===== src/rtl/serial_adder_ctrl_pkg.sv =====
// Shared definitions for the bit-serial adder controller: state encoding
// and the bit-counter width helper.
package serial_adder_ctrl_pkg;

    typedef enum logic [1:0] {
        ST_IDLE = 2'd0,
        ST_RUN  = 2'd1,
        ST_DONE = 2'd2
    } state_t;

    // Counter needs at least one bit even for a 1-bit adder.
    function automatic int cnt_width(input int w);
        return (w < 2) ? 1 : $clog2(w);
    endfunction

endpackage


===== src/rtl/serial_adder_ctrl_fa_bit_cell.sv =====
// Purely combinational 1-bit full adder cell used by the serial adder.
module fa_bit_cell (
    input  logic x,
    input  logic y,
    input  logic z,
    output logic s,
    output logic c
);

    assign s = x ^ y ^ z;
    assign c = (x & y) | (x & z) | (y & z);

endmodule


===== src/rtl/serial_adder_ctrl.sv =====
// Bit-serial adder controller: feeds one full-adder cell LSB first, one bit
// per clock, and presents a registered WIDTH-bit sum plus carry-out.
module serial_adder_ctrl
    import serial_adder_ctrl_pkg::*;
#(
    parameter int WIDTH = 8
) (
    input  logic             clk,
    input  logic             rst_n,
    input  logic             start,
    input  logic             clear,
    input  logic [WIDTH-1:0] a,
    input  logic [WIDTH-1:0] b,
    input  logic             cin,
    output logic             busy,
    output logic             done,
    output logic [WIDTH-1:0] sum,
    output logic             cout
);

    localparam int            CW   = cnt_width(WIDTH);
    localparam logic [CW-1:0] LAST = CW'(WIDTH - 1);

    state_t           state, state_nxt;
    logic [WIDTH-1:0] sa, sb, sr;
    logic [WIDTH-1:0] sr_shift;
    logic             carry;
    logic [CW-1:0]    cnt;
    logic             s_bit, c_bit;
    logic             start_acc;
    logic             last_bit;

    fa_bit_cell u_fa (
        .x (sa[0]),
        .y (sb[0]),
        .z (carry),
        .s (s_bit),
        .c (c_bit)
    );

    // New sum bit enters at the MSB; after WIDTH shifts bit 0 sits at the LSB.
    generate
        if (WIDTH == 1) begin : g_w1
            assign sr_shift = s_bit;
        end else begin : g_wn
            assign sr_shift = {s_bit, sr[WIDTH-1:1]};
        end
    endgenerate

    assign start_acc = start && ((state == ST_IDLE) || (state == ST_DONE));
    assign last_bit  = (cnt == LAST);

    // State register.
    always_ff @(posedge clk or negedge rst_n) begin
        if (!rst_n) begin
            state <= ST_IDLE;
        end else begin
            state <= state_nxt;
        end
    end

    // Next-state and handshake outputs; clear overrides everything.
    always_comb begin
        state_nxt = state;
        busy      = 1'b0;
        done      = 1'b0;
        case (state)
            ST_IDLE: begin
                if (start) state_nxt = ST_RUN;
            end
            ST_RUN: begin
                busy = 1'b1;
                if (last_bit) state_nxt = ST_DONE;
            end
            ST_DONE: begin
                done      = 1'b1;
                state_nxt = start ? ST_RUN : ST_IDLE;
            end
            default: state_nxt = ST_IDLE;
        endcase
        if (clear) state_nxt = ST_IDLE;
    end

    // Operand/result shifting, carry and counter; sum/cout load only on completion.
    always_ff @(posedge clk or negedge rst_n) begin
        if (!rst_n) begin
            sa    <= '0;
            sb    <= '0;
            sr    <= '0;
            carry <= 1'b0;
            cnt   <= '0;
            sum   <= '0;
            cout  <= 1'b0;
        end else if (clear) begin
            carry <= 1'b0;
            cnt   <= '0;
        end else if (start_acc) begin
            sa    <= a;
            sb    <= b;
            sr    <= '0;
            carry <= cin;
            cnt   <= '0;
        end else if (state == ST_RUN) begin
            sa    <= sa >> 1;
            sb    <= sb >> 1;
            sr    <= sr_shift;
            carry <= c_bit;
            cnt   <= cnt + CW'(1);
            if (last_bit) begin
                sum  <= sr_shift;
                cout <= c_bit;
            end
        end
    end

endmodule


===== config.mk =====
export PLATFORM = sky130hd
export DESIGN_NAME = serial_adder_ctrl
export DESIGN_NICKNAME = d
export VERILOG_FILES = /design/src/rtl/serial_adder_ctrl_pkg.sv /design/src/rtl/serial_adder_ctrl_fa_bit_cell.sv /design/src/rtl/serial_adder_ctrl.sv
export SDC_FILE = /design/constraint.sdc
export NUM_CORES = 1
export LEC_CHECK = 0
export CELL_PAD_IN_SITES_DETAIL_PLACEMENT = 1
export CELL_PAD_IN_SITES_GLOBAL_PLACEMENT = 2
export CORE_UTILIZATION = 39
export DETAILED_ROUTE_END_ITERATION = 6
export PLACE_DENSITY = 0.95
export SLEW_MARGIN = 30
export SYNTH_ARGS = -nofsm -noshare
export SYNTH_HDL_FRONTEND = slang
export SYNTH_SLANG_ARGS = --single-unit

===== constraint.sdc =====
create_clock -name clk -period 4.2 [get_ports clk]
set_input_delay 0.42 -clock clk [delete_from_list [all_inputs] [get_ports clk]]
set_output_delay 0.42 -clock clk [all_outputs]
set_load 0.02 [all_outputs]

==> reports/metrics.yaml, run 1 <==
status: "complete, no violations"
netlist_instances: 118
cts.sinks: 38
drtIter0Drc: 46
final_common_cell: "dfrtp_1"
timing.rr.end: "sb[1]$_DFFE_PN0P_"
ant_nets: 0
max_cap_violations: 0
die_w_um: 69.3
netlist_top_cells_area: "dfrtp_1, mux2_2, mux2_4, a22o_1, buf_6"
die-area_mm2: 0.00480
slew_headroom_pct: 68.2
first_global_vias: 1239
drive_gt1_share_pct: 33.3
yosysUniqueCellTypes: 24
core_area_mm2: 0.00435
io_buffers: 31
hp-class: "in2async"
peakVddDrop_v: 0.000248
wl_per_cell_um: 16.1
period_share_pct: 55.2
clock_latency_ns: 0.29
finalWirelength_mm: 3.26
switching_share_pct: 25.6
worstMarginPinSlew_ns: 0.477
vias: 1055
clock.fmax_mhz: 431
period_minus_slack_ns: 2.32
hold_viol: 0
syn-num-nets: 142
p_int_uw: 694
cts-root-buf: "clkbuf_8"
slew_violations: 0
overflow: 0
switchingPower_uw: 239
setup-violations-final: 0
num_rows: 24
cts_max_path_buffers: 2
synth.largest_area_cell: "dfrtp_1"
vias_per_cell: 5.22
grt_usage_pct: 15.8
final.setup_skew_ns: 0.00401
start_kind: "flop"
die_h_um: 69.3
htreeDepth: 2
cts_hold_buf: 0
ff2ff_setup_slack_ns: 2.47
r2r_start: "state[0]$_DFFE_PN0P_"
rsz0062_at_grt: "false"
path_class: "reg2out"
grt_max_degree: 39
finalWeightedCongestion: 0.762
drc_errors: 0
power_frac_clock_pct: 27.5
synth-seq-area-share_pct: 53.9
clkSlewWorstSetupHoldPaths_ns: 0.07
dp.cells: 194
yosysWarnings: 0
antenna_found_initial: 0
syn_area_mm2: 0.00176
numCtsBuffers: 5
cp_max_fo: 8
initial_core_util_pct: 40.5
grt_pass1_wl_mm: 5.96
areaGrowthSynthToFinish_pct: 21.9
end_kind: "output port"
critPathArrivalTime_ns: 1.90
yosys.area.top_type_share_pct: 53.9
seqPwrFrac_pct: 52.0
crit_required_ns: 3.78
power_density_mw_per_mm2: 434
final_nets: 173
ioPinCount: 32
n_antenna_cell: 0
post-route-util_pct: 49.4
leakage_nw: 0.948
dr.pass1.iters: 4
layout_common_cells: "dfrtp_1, clkdlybuf4s50_1, mux2_2, a22o_1, mux2_4"
cts_tree: "done"
cts_resized: 0
synth.avg_cell_area_um2: 15.0
postCtsSetupRepairBufs: 0
nFillCells: 444
ys_ff_latch: 38
p_comb_share_pct: 20.6
hpwl_mm: 2.36
fin_cells: 202
fin_tns_setup_ns: 0
rr_worst_depth: 3
sequential cells by signal, indices dropped and copies added (netlist names):
name and count:
cout 1, sum 8, cnt 3, sb 8, carry 1, sa 8, state 2, sr 7
Yosys cell counts:
cell,number
nor3b_4,1
and2_4,1
a21o_2,1
nor2b_1,1
o21a_1,1
fa_1,1
nand2_1,4
nand2b_4,1
a311oi_1,1
buf_12,1
a22o_1,9
buf_2,1
a21oi_1,3
a21oi_4,1
nand3_1,3
dfrtp_1,38
buf_6,4
inv_1,1
ha_1,2
mux2_2,28
nor2_1,3
mux2_4,9
nand2b_1,2
buf_4,1
critical path: stages, from the launching register on:
cell	delay, ns
dfrtp_1	0.43
nand2b_1	0.32
inv_1	0.22
clkdlybuf4s50_1	0.64
cell families after synthesis:
group / after synthesis / synth area share [%]
multiplexers: 37 / 25.5
adder cells (fa/ha/maj): 3 / 2.55
AO/OA/AOI/OAI: 16 / 7.66
flip-flops: 38 / 53.9
AND/OR/NAND/NOR: 16 / 5.74
buffers and inverters: 8 / 4.61
layout make-up:
class,instances,area [µm²],area share [%]
clock buffer,7,86.3,4.01
clock inverter,1,5.00,0.233
inverter,1,3.75,0.175
multi-input combinational,72,732,34.0
sequential,38,951,44.2
tap,52,65.1,3.03
timing repair buffer,31,308,14.3
worst max path at each step:
stage	startpoint	endpoint	slack [ns]	cells after the start
2_1_floorplan	clear	cout$_DFFE_PN0P_	2.64	5
3_3_place_gp	clear	cout$_DFFE_PN0P_	2.01	4
3_5_place_dp	clear	sum[5]$_DFFE_PN0P_	1.94	4
4_1_cts	state[1]$_DFFE_PN0P_	busy	1.85	3
5_1_grt	state[1]$_DFFE_PN0P_	busy	1.78	3
6_report	state[1]$_DFFE_PN0P_	busy	1.88	3
metal layers:
metal / part of all wire, % / GRT usage [%]
met3: 5.0 / 4.94
met4: 1.3 / 5.44
met5: 0 / 0
met1: 43 / 20.2
met2: 51 / 25.2
power groups by stage:
stage               sequential (mW)  combinational [mW]  clock, mW
global placement              0.486               0.185          0
finish                        0.485               0.192      0.256
CTS                           0.486               0.196      0.262
detailed placement            0.493               0.193          0
floorplan                     0.476               0.147          0
global route                  0.498               0.214      0.280
per-stage QoR:
| step | total power [mW] | setup WS [ns] | instance area (µm²) | hold slack, ns |
|---|---|---|---|---|
| 6_report | 0.933 | 1.88 | 2150 | 0.0868 |
| 5_1_grt | 0.992 | 1.78 | 2150 | 0.131 |
| 4_1_cts | 0.945 | 1.85 | 2150 | 0.297 |
| 3_5_place_dp | 0.687 | 1.94 | 2060 | 0.494 |
| 3_3_place_gp | 0.671 | 2.01 | 2060 | 0.484 |
| 2_1_floorplan | 0.623 | 2.64 | 1760 | 0.124 |
Note: power is estimated with default switching activity, not from simulation.
==> run 2, diff against run 1 <==
Settings changed: CORE_UTILIZATION 39 to 32, PLACE_DENSITY 0.95 to 0.85.
Clock period 4.2 ns to 2.1 ns, I/O delays scaled along.
==> run 2 against run 1 <==
  * Largest cell class unchanged
  * Sequential share of layout area is 1.7 points lower
  * Worst hold slack better by 0.28 ns
  * Power grew 100%
  * Worst setup slack got worse by 1.5 ns
  * Clock power grew 100%
  * Wire length is 8.1% higher
  * Largest power group unchanged
==> reports/metrics.yaml, run 2 (same netlist as run 1, synthesis figures left out) <==
ioPinCount: 32  # unchanged
period_share_pct: 80.9
wl_per_cell_um: 15.6  # -3.0%
setup.worst_path.end: "done"
max_cap_violations: 0  # unchanged
nFillCells: 542  # +22%
clkSlewWorstSetupHoldPaths_ns: 0.08  # about the same
leakage_nw: 0.993  # +4.7%
finalWeightedCongestion: 0.673  # -12%
die_w_um: 76.3  # +10%
overflow: 0  # unchanged
postCtsSetupRepairBufs: 0  # unchanged
antenna_found_initial: 0  # unchanged
cp_max_fo: 3  # -5
fin_cells: 225  # +11%
cts_tree: "done"
end_kind: "output port"
dp.cells: 215  # +11%
switchingPower_uw: 493  # +110%
areaGrowthSynthToFinish_pct: 26.7
numCtsBuffers: 5  # unchanged
slew_headroom_pct: 68.9  # +0.66 points
crit_required_ns: 1.89  # -1.89 ns
finalWirelength_mm: 3.52  # +8.1%
ff2ff_setup_slack_ns: 0.44  # -2.03 ns
slew_violations: 0  # unchanged
fin_tns_setup_ns: 0  # unchanged
initial_core_util_pct: 33.9  # -6.6 points
ant_nets: 0  # unchanged
num_rows: 26  # +8.3%
final.setup_skew_ns: 0.00511  # +0.00111 ns
reg.largest.list: "sa x8, sb x8, sum x8"
path_class: "reg2out"
rr_worst_depth: 3  # unchanged
grt_pass1_wl_mm: 5.83  # -2.2%
io_buffers: 31  # unchanged
final_common_cell: "dfrtp_1"
multiInputGateArea_um2: 734  # +0.34%
timing.rr.end: "sb[5]$_DFFE_PN0P_"
htreeDepth: 2  # unchanged
cts-root-buf: "clkbuf_8"
p_comb_share_pct: 20.9  # +0.3 points
cts_max_path_buffers: 2  # unchanged
layout_common_cells: "dfrtp_1, clkdlybuf4s50_1, mux2_2, a22o_1, mux2_4"
final_nets: 178  # +2.9%
period_minus_slack_ns: 1.70
peakVddDrop_v: 0.000405  # +63%
setup-violations-final: 0  # unchanged
vias: 1078  # +2.2%
worstMarginPinSlew_ns: 0.466  # -0.0109 ns
die_h_um: 76.3  # +10%
crit_start: "state[1]$_DFFE_PN0P_"
power_frac_clock_pct: 27.7  # +0.2 points
hold_viol: 0  # unchanged
grt_usage_pct: 12.9  # -2.9 points
switching_share_pct: 26.1  # +0.50 points
vias_per_cell: 4.79  # -8.3%
rsz0062_at_grt: "false"
hpwl_mm: 2.49  # +5.5%
clock_latency_ns: 0.29  # about the same
dr.pass1.iters: 3  # -1
power_density_mw_per_mm2: 844  # +95%
clock.fmax_mhz: 589
seq_area_um2: 951  # unchanged
seqPwrFrac_pct: 51.4  # -0.6 points
die-area_mm2: 0.00581  # +21%
drtIter0Drc: 35  # -24%
p_int_mw: 1.39  # +100%
start_kind: "flop"
status: "complete, no violations"
drc_errors: 0  # unchanged
first_global_vias: 1194  # -3.6%
n_antenna_cell: 0  # unchanged
critPathArrivalTime_ns: 1.49  # -0.41 ns
cts.sinks: 38  # unchanged
r2r_start: "state[1]$_DFFE_PN0P_"
grt_max_degree: 39  # unchanged
drive_gt1_share_pct: 35.5  # +2.2 points
hp-class: "in2async"
core_area_mm2: 0.00520  # +20%
[run 2: cell count changes in the layout (fill, tap and decap cells not counted)]
cell	change
dlygate4sd3_1	+1
clkdlybuf4s50_1	-1
nand2b_1	-1
buf_4	+2
nand2b_2	+1
buf_16	+1
buf_2	+1
dlymetal6s2s_1	+1
[run 2: cell type report]
class	count	share of cell area, %
tap	70	3.92
inverter	1	0.168
multi-input combinational	72	32.8
timing repair buffer	36	16.5
clock buffer	7	3.86
sequential	38	42.5
clock inverter	1	0.224
[run 2: what timing repair did]
item,CTS,global route
setup endpoints to repair,1,1
hold endpoints to repair,0,13
resized for setup,1,1
pin swaps,0,0
hold buffers,0,1
[run 2: worst max-delay path, cell delays in order, from the launching register on]
cell	delay (ns)
dfrtp_1	0.40
nor2b_1	0.18
clkdlybuf4s50_1	0.62
[run 2: layer usage]
layer	vias to the layer above	global-route usage (%)	wire length (µm)
met1	551	15.5	1520
li1	492	-	-
met4	0	4.04	36
met2	30	22.1	1810
met5	-	0	0
met3	5	3.59	149
[run 2: power by group through the flow]
stage                     Sequential, mW  Combinational, mW  Clock, mW
after detailed placement           0.984              0.394          0
final                              0.970              0.395      0.523
after CTS                          0.971              0.397      0.536
after global routing               0.994              0.439      0.563
after floorplan                    0.952              0.294          0
after global placement             0.971              0.369          0
[run 2: worst min path at each step]
stage	to	start	slack, ns	cells after the start
after global routing	sum[0]$_DFFE_PN0P_	rst_n	0.40	2
after global placement	sum[0]$_DFFE_PN0P_	rst_n	0.35	1
after detailed placement	sum[2]$_DFFE_PN0P_	rst_n	0.37	1
final	cnt[1]$_DFFE_PN0P_	rst_n	0.36	2
after CTS	sum[2]$_DFFE_PN0P_	rst_n	0.06	1
after floorplan	carry$_DFFE_PN0P_	rst_n	-0.09	0
[run 2: metrics by stage]
step                area [µm²]  hold slack, ns  power [mW]  setup slack [ns]  util [%]
global placement          2100           0.352        1.34             0.262      40.4
global route              2240           0.398        2.00             0.354      43.0
CTS                       2200          0.0584        1.90            0.0434      42.2
detailed placement        2100           0.373        1.38             0.225      40.4
floorplan                 1760         -0.0856        1.25             0.630         -
finish                    2240           0.364        1.89             0.401      43.0
